`src/rtl/paket_pkg.sv`:
```
// Shared widths and packing-order constants for the word packer and its
// output register.
package paket_pkg;

   localparam int ILK_LSB = 0;
   localparam int ILK_MSB = 1;

   // The fill counter never needs to exceed N-1.
   function automatic int say_w(input int n);
      return (n > 1) ? $clog2(n) : 1;
   endfunction

   function automatic int adet_w(input int n);
      return $clog2(n + 1);
   endfunction

endpackage

```
`src/rtl/paket_cikis_reg.sv`:
```
// Output holding register for a valid/ready stream: loads on request, holds
// while the consumer stalls, and drops valid once drained with nothing new.
module paket_cikis_reg #(
   parameter int DW = 64,
   parameter int AW = 2
) (
   input  logic          clk,
   input  logic          rst_n,
   input  logic          yukle_i,
   input  logic [DW-1:0] veri_i,
   input  logic [AW-1:0] adet_i,
   input  logic          hazir_i,
   output logic [DW-1:0] veri_o,
   output logic [AW-1:0] adet_o,
   output logic          gecerli_o,
   output logic          bos_o
);

   logic [DW-1:0] veri_q, veri_d;
   logic [AW-1:0] adet_q, adet_d;
   logic          gecerli_q, gecerli_d;

   always_comb begin
      veri_d    = veri_q;
      adet_d    = adet_q;
      gecerli_d = gecerli_q;
      if (yukle_i) begin
         veri_d    = veri_i;
         adet_d    = adet_i;
         gecerli_d = 1'b1;
      end else if (gecerli_q && hazir_i) begin
         gecerli_d = 1'b0;
      end
   end

   always_ff @(posedge clk or negedge rst_n) begin
      if (!rst_n) begin
         veri_q    <= '0;
         adet_q    <= '0;
         gecerli_q <= 1'b0;
      end else begin
         veri_q    <= veri_d;
         adet_q    <= adet_d;
         gecerli_q <= gecerli_d;
      end
   end

   assign veri_o    = veri_q;
   assign adet_o    = adet_q;
   assign gecerli_o = gecerli_q;
   assign bos_o     = !gecerli_q || hazir_i;

endmodule

```
`src/rtl/veri_paketleyici.sv`:
```
// Packs N consecutive W-bit stream words into one N*W-bit output word, with
// flush of partial words, output backpressure and selectable packing order.
module veri_paketleyici
   import paket_pkg::*;
#(
   parameter int W       = 32,
   parameter int N       = 2,
   parameter int MSB_ILK = ILK_LSB
) (
   input  logic                   clk,
   input  logic                   rst_n,
   input  logic [W-1:0]           veri,
   input  logic                   veri_gecerli,
   output logic                   veri_hazir,
   input  logic                   bosalt,
   output logic [N*W-1:0]         depo,
   output logic [adet_w(N)-1:0]   adet,
   output logic                   depo_gecerli,
   input  logic                   depo_hazir
);

   localparam int SAY_W  = say_w(N);
   localparam int ADET_W = adet_w(N);
   localparam logic [SAY_W-1:0] SON = SAY_W'(N - 1);

   if (N < 2 || W < 1) begin : g_param_hata
      $error("veri_paketleyici: N must be >= 2 and W >= 1");
   end

   logic [N*W-1:0]    acc_q, acc_d, acc_yeni;
   logic [SAY_W-1:0]  say_q, say_d, slot;
   logic [ADET_W-1:0] adet_etkin;
   logic              cikis_bos, kabul, dolu, bosalt_gec, tamamla;

   // A full accumulator may only take its last word if the output can move.
   assign veri_hazir = rst_n && !(say_q == SON && !cikis_bos);
   assign kabul      = veri_gecerli && veri_hazir;
   assign slot       = (MSB_ILK == ILK_MSB) ? (SON - say_q) : say_q;
   assign adet_etkin = ADET_W'(say_q) + ADET_W'(kabul);
   assign dolu       = kabul && (say_q == SON);
   assign bosalt_gec = bosalt && cikis_bos && (adet_etkin != '0);
   assign tamamla    = dolu || bosalt_gec;

   always_comb begin
      acc_yeni = acc_q;
      for (int i = 0; i < N; i++) begin
         if (kabul && slot == SAY_W'(i)) begin
            acc_yeni[i*W +: W] = veri;
         end
      end
   end

   always_comb begin
      acc_d = acc_yeni;
      say_d = kabul ? say_q + SAY_W'(1) : say_q;
      if (tamamla) begin
         acc_d = '0;
         say_d = '0;
      end
   end

   always_ff @(posedge clk or negedge rst_n) begin
      if (!rst_n) begin
         acc_q <= '0;
         say_q <= '0;
      end else begin
         acc_q <= acc_d;
         say_q <= say_d;
      end
   end

   // acc_yeni already holds zeros in unfilled slots, so partial words come out clean.
   paket_cikis_reg #(
      .DW (N*W),
      .AW (ADET_W)
   ) u_cikis (
      .clk       (clk),
      .rst_n     (rst_n),
      .yukle_i   (tamamla),
      .veri_i    (acc_yeni),
      .adet_i    (adet_etkin),
      .hazir_i   (depo_hazir),
      .veri_o    (depo),
      .adet_o    (adet),
      .gecerli_o (depo_gecerli),
      .bos_o     (cikis_bos)
   );

endmodule

```
`config.mk`:
```
export PLATFORM = sky130hd
export DESIGN_NAME = veri_paketleyici
export DESIGN_NICKNAME = d
export VERILOG_FILES = /design/src/rtl/paket_pkg.sv /design/src/rtl/paket_cikis_reg.sv /design/src/rtl/veri_paketleyici.sv
export SDC_FILE = /design/constraint.sdc
export NUM_CORES = 1
export LEC_CHECK = 0
export ABC_AREA = 1
export BUFFER_PORTS_ARGS = -buffer_cell sky130_fd_sc_hd__buf_2
export CAP_MARGIN = 10
export CELL_PAD_IN_SITES_DETAIL_PLACEMENT = 0
export CELL_PAD_IN_SITES_GLOBAL_PLACEMENT = 1
export CORE_MARGIN = 1.5
export CORE_UTILIZATION = 44
export CTS_CLUSTER_SIZE = 40
export DETAILED_ROUTE_END_ITERATION = 16
export PLACE_DENSITY_LB_ADDON = 0.1
export SLEW_MARGIN = 0
export SYNTH_ARGS = -nofsm -noshare
export SYNTH_HDL_FRONTEND = slang
export SYNTH_SLANG_ARGS = --single-unit
```
`constraint.sdc`:
```
create_clock -name clk -period 2.83 [get_ports clk]
set_clock_uncertainty 0.2 [all_clocks]
set_input_delay 0.1415 -clock clk [delete_from_list [all_inputs] [get_ports clk]]
set_output_delay 0.1415 -clock clk [all_outputs]
set_load 0.1 [all_outputs]
```
==> flow_metrics.env <==
export IMPL_path_cells="inv_2 -> o21ai_0 -> inv_2 -> nand2_1 -> ha_1 -> nand3b_1 -> nand2_4 -> buf_4 -> nand3_1 -> nand2_1"
export IMPL_worst_slew_margin_rel_pct=57.6
export IMPL_first_global_vias=4369
export IMPL_setup_repair_after_global_routing_missed_its_margin="no"
export IMPL_rr_worst_depth=10
export IMPL_fillerInstances=1111
export IMPL_worst_ep_required_time_ps=2970
export IMPL_vias=4481
export IMPL_synth_area_sq_um=5550
export IMPL_critPathSlowestCell="sky130_fd_sc_hd__dfrtp_1"
export IMPL_detail_route_drc_violations=0
export IMPL_layout_drive_gt1_share_pct=18.4
export IMPL_drt_wl_total_um=12400
export IMPL_setup_viol=0
export IMPL_fp_dieArea_sq_um=13300
export IMPL_timing_rr_end="u_cikis.veri_o[53]$_DFFE_PN0P_"
export IMPL_report_final_slew_viol_count=0
export IMPL_avg_synthesized_cell_area_sq_um=8.36
export IMPL_gpl_final_weighted_congestion=0.719
export IMPL_detail_route_vias_per_cell=4.56
export IMPL_status="finished clean"
export IMPL_critical_path_arrival_ps=2360
export IMPL_critical_path_depth=10
export IMPL_global_route_usage_total_pct=20.2
export IMPL_detail_route_first_pass_iterations=4
export IMPL_die_height_um=115
export IMPL_hold_violations=0
export IMPL_antenna_found_initial=0
export IMPL_worst_path_buf_inv=3
export IMPL_ff2ff_setup_slack_ps=610
export IMPL_num_antenna_cells=0
export IMPL_hold_class="input pin to asynchronous set/reset pin"
export IMPL_synth_adder_area_share_pct=0.225
export IMPL_cts_buffers_inserted=17
export IMPL_post_synth_mux_area_share_pct=0
export IMPL_synth_instances=664
export IMPL_number_of_buffers_added_on_ports=104
export IMPL_wl_per_cell_um=12.6
export IMPL_synth_compound_area_share_pct=3.06
export IMPL_hpwlAfterDp_um=7590
export IMPL_synthSimpleGateAreaFrac_pct=29.6
export IMPL_launching_element_type_of_the_critical_path="register"
export IMPL_multiInputGateArea_sq_um=1830
export IMPL_clkSinkCount=132
export IMPL_pin_count_of_the_biggest_net_entering_global_routing=99
export IMPL_yosysWarnings=0
export IMPL_tritoncts_clock_tree="done"
export IMPL_crit_path_end="u_cikis.veri_o[53]$_DFFE_PN0P_"
export IMPL_post_cts_sizing_count=0
export IMPL_ioPinCount=105
export IMPL_min_period_over_period_pct=78.3
export IMPL_initial_utilization_pct=45.7
export IMPL_cts_root_buf="sky130_fd_sc_hd__clkbuf_16"
export IMPL_slowest_delay_ps=410
export IMPL_cp_top_family="simple AND/OR/NAND/NOR gates"
export IMPL_r2r_start="say_q$_DFFE_PN0P_"
export IMPL_worst_pin_slew_ps=637
export IMPL_synthesized_netlist_net_count=702
export IMPL_globalRoute_totalOverflow=0
export IMPL_clk_path_buf_depth=2
export IMPL_yosys_register_bits=132
export IMPL_netlist_cell_type_count=19
export IMPL_clk_transition_reported_paths_ps=60
export IMPL_timing_final_crit_period_ps=2220
export IMPL_grt_first_pass_wirelength_um=20800
export IMPL_critical_path_max_fanout=39
export IMPL_synth_top_family_by_area="simple AND/OR/NAND/NOR gates"
export IMPL_drt_first_iter_violations=236
export IMPL_synth_yosys_seq_area_share_pct=59.5
export IMPL_cts_htree_levels=4
export IMPL_area_sequential_sq_um=3300
export IMPL_final_antenna_net_count=0
export IMPL_max_cap_violations=0
export IMPL_flow_area_growth_from_synthesis_pct=29.4
export IMPL_setup_worst_path_class="register to register"
export IMPL_die_w_um=115
export IMPL_floorplan_rows=40
export IMPL_clock_latency_ps=410
export IMPL_setup_worst_path_start="say_q$_DFFE_PN0P_"
export IMPL_clock_fmax_mhz=451
export IMPL_final_nets=840
export IMPL_fp_coreArea_sq_um=12200
export IMPL_timing_setup_tns_ps=0
export IMPL_yosys_area_share_xor_xnor_pct=0
export IMPL_critPathCaptureType="register"
-- worst min path at each step --
stage	startpoint	endpoint	slack, ps
floorplan	rst_n	acc_q[0]$_DFF_PN0_	-350
global placement	rst_n	say_q$_DFFE_PN0P_	50
detailed placement	rst_n	say_q$_DFFE_PN0P_	50
CTS	rst_n	say_q$_DFFE_PN0P_	180
global route	rst_n	say_q$_DFFE_PN0P_	230
finish	rst_n	say_q$_DFFE_PN0P_	180
-- cell type report --
type,count,area share [%]
Multi-Input combinational cell,431,25.4
Clock buffer,28,7.47
Tap cell,168,2.93
Inverter,69,3.61
Clock inverter,3,0.557
Timing Repair Buffer,151,14.0
Sequential cell,132,46.0
-- synth_stat cells, drive strengths merged --
| master | number | area, sq um |
|---|---|---|
| clkbuf | 11 | 41.3 |
| inv | 69 | 259 |
| dfrtp | 132 | 3300 |
| nand3 | 33 | 170 |
| o21ai | 33 | 165 |
| nand4 | 1 | 21.3 |
| a21oi | 1 | 5.00 |
| ha | 1 | 12.5 |
| nor2 | 32 | 120 |
| buf | 21 | 123 |
| nand2 | 297 | 1120 |
| nand3b | 1 | 7.51 |
| and2 | 32 | 200 |
-- timing repair --
| item | in CTS | in global routing |
|---|---|---|
| hold buffers | 36 | 0 |
| setup endpoints to repair | 0 | 0 |
| hold endpoints to repair | 197 | 0 |
| setup buffers | 0 | 0 |
-- worst reg2reg max path, stage by stage, from the launching register on --
cell,delay (ps)
sky130_fd_sc_hd__dfrtp_1,410
sky130_fd_sc_hd__inv_2,100
sky130_fd_sc_hd__o21ai_0,110
sky130_fd_sc_hd__inv_2,60
sky130_fd_sc_hd__nand2_1,70
sky130_fd_sc_hd__ha_1,190
sky130_fd_sc_hd__nand3b_1,210
sky130_fd_sc_hd__nand2_4,130
sky130_fd_sc_hd__buf_4,400
sky130_fd_sc_hd__nand3_1,170
sky130_fd_sc_hd__nand2_1,90
-- kinds of logic after synthesis --
kind of cell / Yosys count
AO/OA/AOI/OAI: 34
buffers and inverters: 101
adder cells (fa/ha/maj): 1
AND/OR/NAND/NOR: 396
flip-flops: 132
-- stage by stage --
stage                     instance area [sq um]  worst slack (ps)  instances  hold slack [ps]  util [%]
after floorplan                            5550               171        664             -354         -
after global placement                     6250               751        915             48.4      51.4
after global routing                       7180               401        982              230      59.1
after detailed placement                   6250               634        915             45.9      51.4
final                                      7180               613        982              178      59.1
after CTS                                  7180               614        982              182      59.1
-- registers in the layout (all words and copies together), names as in the netlist --
signal,cells
say_q,1
acc_q,64
u_cikis.adet_o,2
u_cikis.gecerli_o,1
u_cikis.veri_o,64
-- cells in the final DEF (no fill, tap or decap), types with 2 or more instances in the layout --
master,n
sky130_fd_sc_hd__and2_1,32
sky130_fd_sc_hd__buf_12,3
sky130_fd_sc_hd__buf_2,103
sky130_fd_sc_hd__buf_4,8
sky130_fd_sc_hd__clkbuf_1,4
sky130_fd_sc_hd__clkbuf_16,17
sky130_fd_sc_hd__clkbuf_8,7
sky130_fd_sc_hd__clkinv_2,2
sky130_fd_sc_hd__dfrtp_1,131
sky130_fd_sc_hd__dlygate4sd3_1,36
sky130_fd_sc_hd__inv_1,66
sky130_fd_sc_hd__inv_2,3
sky130_fd_sc_hd__nand2_1,295
sky130_fd_sc_hd__nand3_1,32
sky130_fd_sc_hd__nor2_1,32
sky130_fd_sc_hd__o21ai_0,33
-- routing by layer --
metal	wire [um]	share of wire, %	vias up	track usage, %
met5	0	0	-	0
met4	108	0.87	0	7.90
met3	458	3.7	8	5.48
met2	5830	47	76	32.3
met1	6010	48	2126	26.5
li1	-	-	2271	-
Power is left out: the tool's default activity adds up to more than one toggle a clock period on the data nets, which glitch-free logic cannot reach.
